## config.mk

```make
export PLATFORM = sky130hd
export DESIGN_NAME = sched_queue
export DESIGN_NICKNAME = d
export VERILOG_FILES = /design/src/rtl/core_pkg.sv /design/src/rtl/sched_queue_mem.sv /design/src/rtl/sched_queue.sv
export SDC_FILE = /design/constraint.sdc
export NUM_CORES = 1
export LEC_CHECK = 0
export ABC_AREA = 1
export CAP_MARGIN = 20
export CORE_UTILIZATION = 57
export CTS_BUF_LIST = sky130_fd_sc_hd__clkbuf_8
export CTS_CLUSTER_SIZE = 30
export DETAILED_ROUTE_END_ITERATION = 8
export HOLD_SLACK_MARGIN = 0.03
export PLACE_DENSITY = 0.82
export RECOVER_POWER = 50
export REMOVE_ABC_BUFFERS = 1
export SLEW_MARGIN = 0
export SYNTH_ARGS = -nofsm -noshare
export SYNTH_HDL_FRONTEND = slang
export SYNTH_SLANG_ARGS = --single-unit
```

## constraint.sdc

```tcl
create_clock -name clk -period 4.1 [get_ports clk]
set_input_delay 0.615 -clock clk [delete_from_list [all_inputs] [get_ports clk]]
set_output_delay 0.615 -clock clk [all_outputs]
set_load 0.02 [all_outputs]
```

## src/rtl/core_pkg.sv

```systemverilog
// Shared definitions for the decode -> execute scheduling path.
// Provides field widths of a queued micro-op, the flag-writer bit
// position inside the iop word, and the packed queue-entry layout.
package core_pkg;

    localparam int IOP_W      = 32;
    localparam int INIT_W     = 3;
    localparam int ARG_W      = 16;
    localparam int IOP_SF_BIT = 21;
    localparam int QE_W       = IOP_W + INIT_W + ARG_W;

    // Field order fixes the storage layout: {iop, init, arg}.
    typedef struct packed {
        logic [IOP_W-1:0]  iop;
        logic [INIT_W-1:0] init;
        logic [ARG_W-1:0]  arg;
    } qentry_t;

endpackage

```

## src/rtl/sched_queue_mem.sv

```systemverilog
// Storage array for the scheduling queue.
// Ports:
//   clk    - clock
//   we     - write enable
//   waddr  - write address
//   wdata  - write data (one packed queue entry)
//   raddr  - read address
//   rdata  - asynchronous read data
// No reset: contents are qualified by the occupancy count in the parent.
module sched_queue_mem
    import core_pkg::*;
#(
    parameter int DEPTH = 4,
    parameter int PTR_W = 2
) (
    input  logic             clk,
    input  logic             we,
    input  logic [PTR_W-1:0] waddr,
    input  logic [QE_W-1:0]  wdata,
    input  logic [PTR_W-1:0] raddr,
    output logic [QE_W-1:0]  rdata
);

    logic [QE_W-1:0] mem [DEPTH];

    always_ff @(posedge clk) begin
        if (we) begin
            mem[waddr] <= wdata;
        end
    end

    assign rdata = mem[raddr];

endmodule

```

## src/rtl/sched_queue.sv

```systemverilog
// In-order scheduling queue between decode and execute.
// Ports:
//   clk, a_rst          - clock, synchronous active-high reset
//   id_feed_req         - decode offers a micro-op
//   id_iop/_init/_arg   - offered micro-op fields
//   ex_feed_slot        - queue not full (push accepted)
//   ex_flush            - PC redirect, discard all entries
//   ex_take             - execute consumes head entry
//   ex_valid            - head entry valid
//   ex_iop/_init/_arg   - head entry fields
//   ex_sf_pending       - some queued entry writes the status flags
//   q_count             - current occupancy
// All outputs derive from registered state; there is no empty bypass and
// no full-queue fall-through.
module sched_queue
    import core_pkg::*;
#(
    parameter int DEPTH = 4,
    parameter int PTR_W = 2
) (
    input  logic               clk,
    input  logic               a_rst,
    input  logic               id_feed_req,
    input  logic [IOP_W-1:0]   id_iop,
    input  logic [INIT_W-1:0]  id_iop_init,
    input  logic [ARG_W-1:0]   id_arg,
    output logic               ex_feed_slot,
    input  logic               ex_flush,
    input  logic               ex_take,
    output logic               ex_valid,
    output logic [IOP_W-1:0]   ex_iop,
    output logic [INIT_W-1:0]  ex_iop_init,
    output logic [ARG_W-1:0]   ex_arg,
    output logic               ex_sf_pending,
    output logic [PTR_W:0]     q_count
);

    localparam logic [PTR_W:0] FULL_CNT = (PTR_W+1)'(DEPTH);

    logic [PTR_W-1:0] wr_ptr;
    logic [PTR_W-1:0] rd_ptr;
    logic [PTR_W:0]   count;
    logic [PTR_W:0]   sf_cnt;

    qentry_t wr_entry;
    qentry_t head;
    logic    push;
    logic    pop;
    logic    push_sf;
    logic    pop_sf;

    assign ex_feed_slot  = (count != FULL_CNT);
    assign ex_valid      = (count != '0);
    assign ex_sf_pending = (sf_cnt != '0);
    assign q_count       = count;

    assign push    = id_feed_req & ex_feed_slot & ~ex_flush;
    assign pop     = ex_take & ex_valid & ~ex_flush;
    assign push_sf = push & id_iop[IOP_SF_BIT];
    assign pop_sf  = pop & head.iop[IOP_SF_BIT];

    always_comb begin
        wr_entry      = '0;
        wr_entry.iop  = id_iop;
        wr_entry.init = id_iop_init;
        wr_entry.arg  = id_arg;
    end

    sched_queue_mem #(
        .DEPTH (DEPTH),
        .PTR_W (PTR_W)
    ) u_mem (
        .clk   (clk),
        .we    (push),
        .waddr (wr_ptr),
        .wdata (wr_entry),
        .raddr (rd_ptr),
        .rdata (head)
    );

    assign ex_iop      = head.iop;
    assign ex_iop_init = head.init;
    assign ex_arg      = head.arg;

    always_ff @(posedge clk) begin
        if (a_rst || ex_flush) begin
            wr_ptr <= '0;
            rd_ptr <= '0;
            count  <= '0;
            sf_cnt <= '0;
        end else begin
            if (push) begin
                wr_ptr <= wr_ptr + 1'b1;
            end
            if (pop) begin
                rd_ptr <= rd_ptr + 1'b1;
            end
            case ({push, pop})
                2'b10:   count <= count + 1'b1;
                2'b01:   count <= count - 1'b1;
                default: count <= count;
            endcase
            case ({push_sf, pop_sf})
                2'b10:   sf_cnt <= sf_cnt + 1'b1;
                2'b01:   sf_cnt <= sf_cnt - 1'b1;
                default: sf_cnt <= sf_cnt;
            endcase
        end
    end

endmodule

```

Word-level counts from Yosys, hierarchy flattened
Memories as Yosys holds them, arrays and structs flattened. A register that Yosys moved wholly into a read port is not among the register bits.
Index checks and enable logic that the tools add are counted.
{ "totals": {"register_bits": 10, "ram_bits": 204, "inputBits": 56, "n_memories": 1} }
{ "mem_list": {"columns": ["memory", "depth", "width", "rd", "rd_clocked_by_memory_dff", "wr", "line_no", "text"], "rows": [
  ["u_mem.mem", 4, 51, 1, 1, 1, "sched_queue_mem.sv:24", "logic [QE_W-1:0] mem [DEPTH];"]
]} }
{ "op_classes": {"addsub": 6, "eq_ne": 5, "muxes": 6, "bitwise_logic": 7, "reduce_logical": 5} }
{ "op_table": {"columns": ["operator", "count"], "rows": [
  ["$pmux W3 S2", 2],
  ["$add A3 B1 Y3 const B", 2],
  ["$and A1 B1 Y1", 6],
  ["$reduce_bool A3 Y1", 2],
  ["$sub A3 B1 Y3 const B", 2],
  ["$add A2 B1 Y2 const B", 2],
  ["$eq A2 B1 Y1 const B", 2],
  ["$eq A2 B2 Y1 const B", 2],
  ["$mux W2", 2],
  ["$reduce_bool A2 Y1", 2],
  ["$ne A3 B3 Y1 const B", 1],
  ["$mux W1", 2],
  ["$logic_or A1 B1 Y1", 1],
  ["$not A1 Y1", 1]
]} }

Depth between registers and ports, before layout
{ "logic_depth": {"depth_word": 6, "ltp_mapped": 13, "mapped_depth_nobuf": 13} }

Modules after synthesis
A second synthesis with hierarchy kept.
{ "unflattened": {"cells_unflattened": 893, "area_unflattened_um2": 9205.1} }
{ "by_module_without_submodules": {"columns": ["mod", "n_inst", "cells_each", "area_per_inst_um2", "seq_area_each_um2"], "rows": [
  ["sched_queue_mem", 1, 807, 8615.8, 6125.9],
  ["sched_queue", 1, 86, 589.3, 200.2]
]} }

Worst setup path before layout
No wires, ideal clock.
{ "synth_timing": {"path_type": "input -> register", "startpoint": "input id_feed_req", "endpoint": "memory u_mem.mem[0][0] (netlist name) (enable)", "arrival_ps": 3129, "required_ps": 3640, "setup_slack_ps": 512, "path_stages": 4, "n_path_buf": 0, "cell_sequence": "inv_1 nor2_1 nand2_2 nor2_1"} }
{ "synth_between": {"elab_chain_cells": 4} }
{ "synth_rtl": {"columns": ["item", "line_no", "text"], "rows": [
  ["start, declared", "sched_queue.sv:23", "input logic id_feed_req,"],
  ["$and A1 B1 Y1 (2 in a row)", "sched_queue.sv:57", "assign push = id_feed_req & ex_feed_slot & ~ex_flush;"],
  ["$mux W1", "sched_queue_mem.sv:27", "if (we) begin"],
  ["$mux W1 (implied by the code)", "sched_queue_mem.sv:28", "mem[waddr] <= wdata;"],
  ["end, declared", "sched_queue_mem.sv:24", null]
]} }
No other way between the ends.

==> summary.md <==
| Metric | Value |
|---|---|
| Run status | `completed` |
| WHS Path Cells | `2` |
| Crit end category | `output port` |
| Vias | `5194` |
| Hold Path Class | `reg2reg` |
| Minimum clock period | `3410 ps` |
| Share of cells above drive strength 1 | `13.2%` |
| Top FF cell, synth | `edfxtp_1` |
| H-tree depth | `2` |
| GPL Wtd Cong | `0.777` |
| Place WS | `1200 ps` |
| Max Clk Rate | `293 MHz` |
| Row cnt | `44` |
| Drt drc | `0` |
| Number of synthesized flops with an enable pin | `204` |
| Vias in the first global route | `5256` |
| Setup TNS | `0 ps` |
| Cells after DPL | `865` |
| Clock latency on the worst-skew pair | `500 ps` |
| Max-slew violations | `0` |
| Fin Clk Skew | `22.7 ps` |
| Synth async-reset ratio | `0%` |
| Synth Warn # | `0` |
| WHS | `511 ps` |
| Overall Global Routing Usage | `22.5%` |
| Max IR drop VDD | `0.238 mV` |
| Final Hold Viols | `0` |
| Die Height | `123 µm` |
| Pin slew with the least headroom to its limit | `1270 ps` |
| IO Count | `113` |
| Clk slew on worst S/H paths | `70 ps` |
| Cell variety after synth | `24` |
| Critical Path Fanout Max | `74` |
| Critical Path Start Type | `register` |
| Resize count post-CTS | `0` |
| Largest area contributor in the netlist | `edfxtp_1` |
| Post-synthesis cell count | `590` |
| Hold Path End | `wr_ptr[1]$_SDFFE_PP0P_` |
| Layout Nets | `782` |
| TritonCTS clock tree | `done` |
| Final HPWL DP | `9930 µm` |
| Unrepaired setup endpoints after global routing | `no` |
| Critical path class | `reg2out` |
| Leading post-synthesis cells by cell area | `edfxtp_1 (73%), nor2_1 (4.4%), o21ai_0 (4.3%)` |
| R2r worst-path depth | `5` |
| Yosys top cell area share | `72.9%` |
| I/O Buffers | `112` |
| CTS Root Cell | `clkbuf_8` |
| Worst-case clock buffer depth | `3` |
| Initial core utilization | `58.0%` |
| Power per Cell Area | `422 nW/µm²` |
| Cell area after synthesis | `8400 µm²` |
| Fin crit share | `83.2%` |
| Flop-to-flop setup slack | `1210 ps` |
| Post-Layout Cell Count | `923` |
| Setup repair bufs after CTS | `0` |
| Worst Min Path Start | `wr_ptr[1]$_SDFFE_PP0P_` |
| Final setup violation count | `0` |
| Core Area | `14500 µm²` |
| Die ar. | `15200 µm²` |
| Rel. slew slack | `15.4%` |
| Most frequent cell after synthesis | `edfxtp_1` |
| Total grt overflow | `0` |
| Commonest cells post-synth | `edfxtp_1 (204), nor2_1 (98), o21ai_0 (73), o21ai_1 (32), o22ai_1 (30)` |
| Post-route ant nets | `0` |
| First-pass GRT wire length | `25700 µm` |
| Reg2reg end | `u_mem.mem[0][36]$_DFFE_PP_` |
| Syn avg cell area | `14.2 µm²` |
| Area Growth Syn to Fin | `22.5%` |
| Average wire per standard cell | `18.1 µm` |
| Leak | `0.00353 µW` |
| Num CTS Buffers | `35` |
| Hold_buf cts | `0` |
| Clk sinks | `216` |
| Final wirelength | `16700 µm` |
| Seq/Total Area, Yosys | `75.7%` |
| Worst EP arrival | `2790 ps` |
| Max cap viols | `0` |
| Initial antenna violation count | `1` |
| Pin count of the biggest net entering global routing | `75` |
| WP data required | `3480 ps` |
| Worst R2R Start | `q_count[1]$_SDFFE_PP0P_` |
| Vias per cell | `5.63` |
| Final worst slack | `691 ps` |
| Detailed Routing Iterations Pass 1 | `7` |
| Synthesized flop and latch total | `216` |
| Die W | `123 µm` |
| DR iter-0 viols | `357` |
-- area by class of cell --
cell class                 count  area (µm²)
clock buffer                  37         509
inverter                      23        87.6
tap                          184         230
fill                         948        4180
timing repair buffer         123        1240
antenna                        2        5.00
sequential                   216        6370
clock inverter                19         104
multi-input combinational    319        1750
-- report_power, final --
group	internal (µW)	switching [µW]
logic	107	132
registers	2450	9.93
clock network	888	765
total	3440	907
-- worst max-delay path by stage --
stage,startpoint,to,cells after the start
CTS,register,ex_iop[9],4
global placement,id_feed_req,u_mem.mem[1][0]$_DFFE_PP_,6
floorplan,register,sf_cnt[2]$_SDFFE_PP0P_,9
finish,register,ex_iop[9],4
detailed placement,register,ex_iop[9],4
global route,register,ex_iop[7],4
-- kinds of logic (layout without fill, tap and decap cells) --
family                     count (synthesis)  count (layout)  share of synthesized area (%)
buffers and inverters                     55             202                           3.54
AOI/OAI and AO/OA                        164             164                           12.0
and+or+nand+nor                          147             147                           7.32
other                                      0               2                              0
DFF                                      216             216                           75.7
adders and majority gates                  8               8                           1.37
-- worst max-delay path, stage by stage (launching register included) --
cell,delay (ps)
dfxtp_4,530
buf_4,630
o21ai_0,240
o22ai_1,240
clkdlybuf4s50_1,640
-- per-layer routing --
metal | part of all wire, % | vias to the layer above | track usage [%] | wire (µm)
met1 | 41 | 2537 | 28.3 | 6930
met3 | 6.6 | 35 | 5.17 | 1110
met4 | 2.0 | 0 | 8.96 | 342
met5 | 0 | - | 0 | 0
met2 | 50 | 185 | 37.9 | 8360
li1 | - | 2437 | - | -
-- stage by stage --
stage                     area (µm²)  utilization, %  total power [µW]
after floorplan                 8190               -              2600
after global routing           10300            71.1              4490
final                          10300            71.1              4350
after detailed placement        9710            67.1              2750
after CTS                      10300            71.3              4400
after global placement          9710            67.1              2740
-- layout by cell type (no fill, tap or decap) --
| cell type | count |
|---|---|
| clkinv_1 | 4 |
| dfxtp_4 | 1 |
| a31oi_1 | 1 |
| clkbuf_2 | 1 |
| clkbuf_8 | 37 |
| diode_2 | 2 |
| nor2_1 | 96 |
| dlygate4sd3_1 | 53 |
| bufinv_16 | 1 |
| o22ai_2 | 20 |
| nand4_1 | 1 |
| nor2_2 | 20 |
| clkinv_2 | 3 |
| a21oi_1 | 8 |
| clkdlybuf4s50_1 | 59 |
| clkinvlp_4 | 1 |
| fa_1 | 2 |
| dfxtp_2 | 1 |
| or3_1 | 1 |
| dfxtp_1 | 10 |
| nand3_1 | 5 |
| o21ai_0 | 73 |
| nor2_4 | 2 |
| edfxtp_1 | 204 |
| inv_1 | 33 |
| buf_4 | 7 |
| nand2_1 | 22 |
| ha_1 | 6 |
| buf_12 | 3 |
| o21ai_1 | 32 |
| o22ai_1 | 30 |
-- state kept, by name (all words and copies together) (netlist names), named ones only --
| signal | count |
|---|---|
| wr_ptr | 2 |
| sf_cnt | 3 |
| q_count | 3 |
| u_mem.mem | 204 |
| rd_ptr | 2 |
Note: power is estimated with default switching activity, not from simulation.
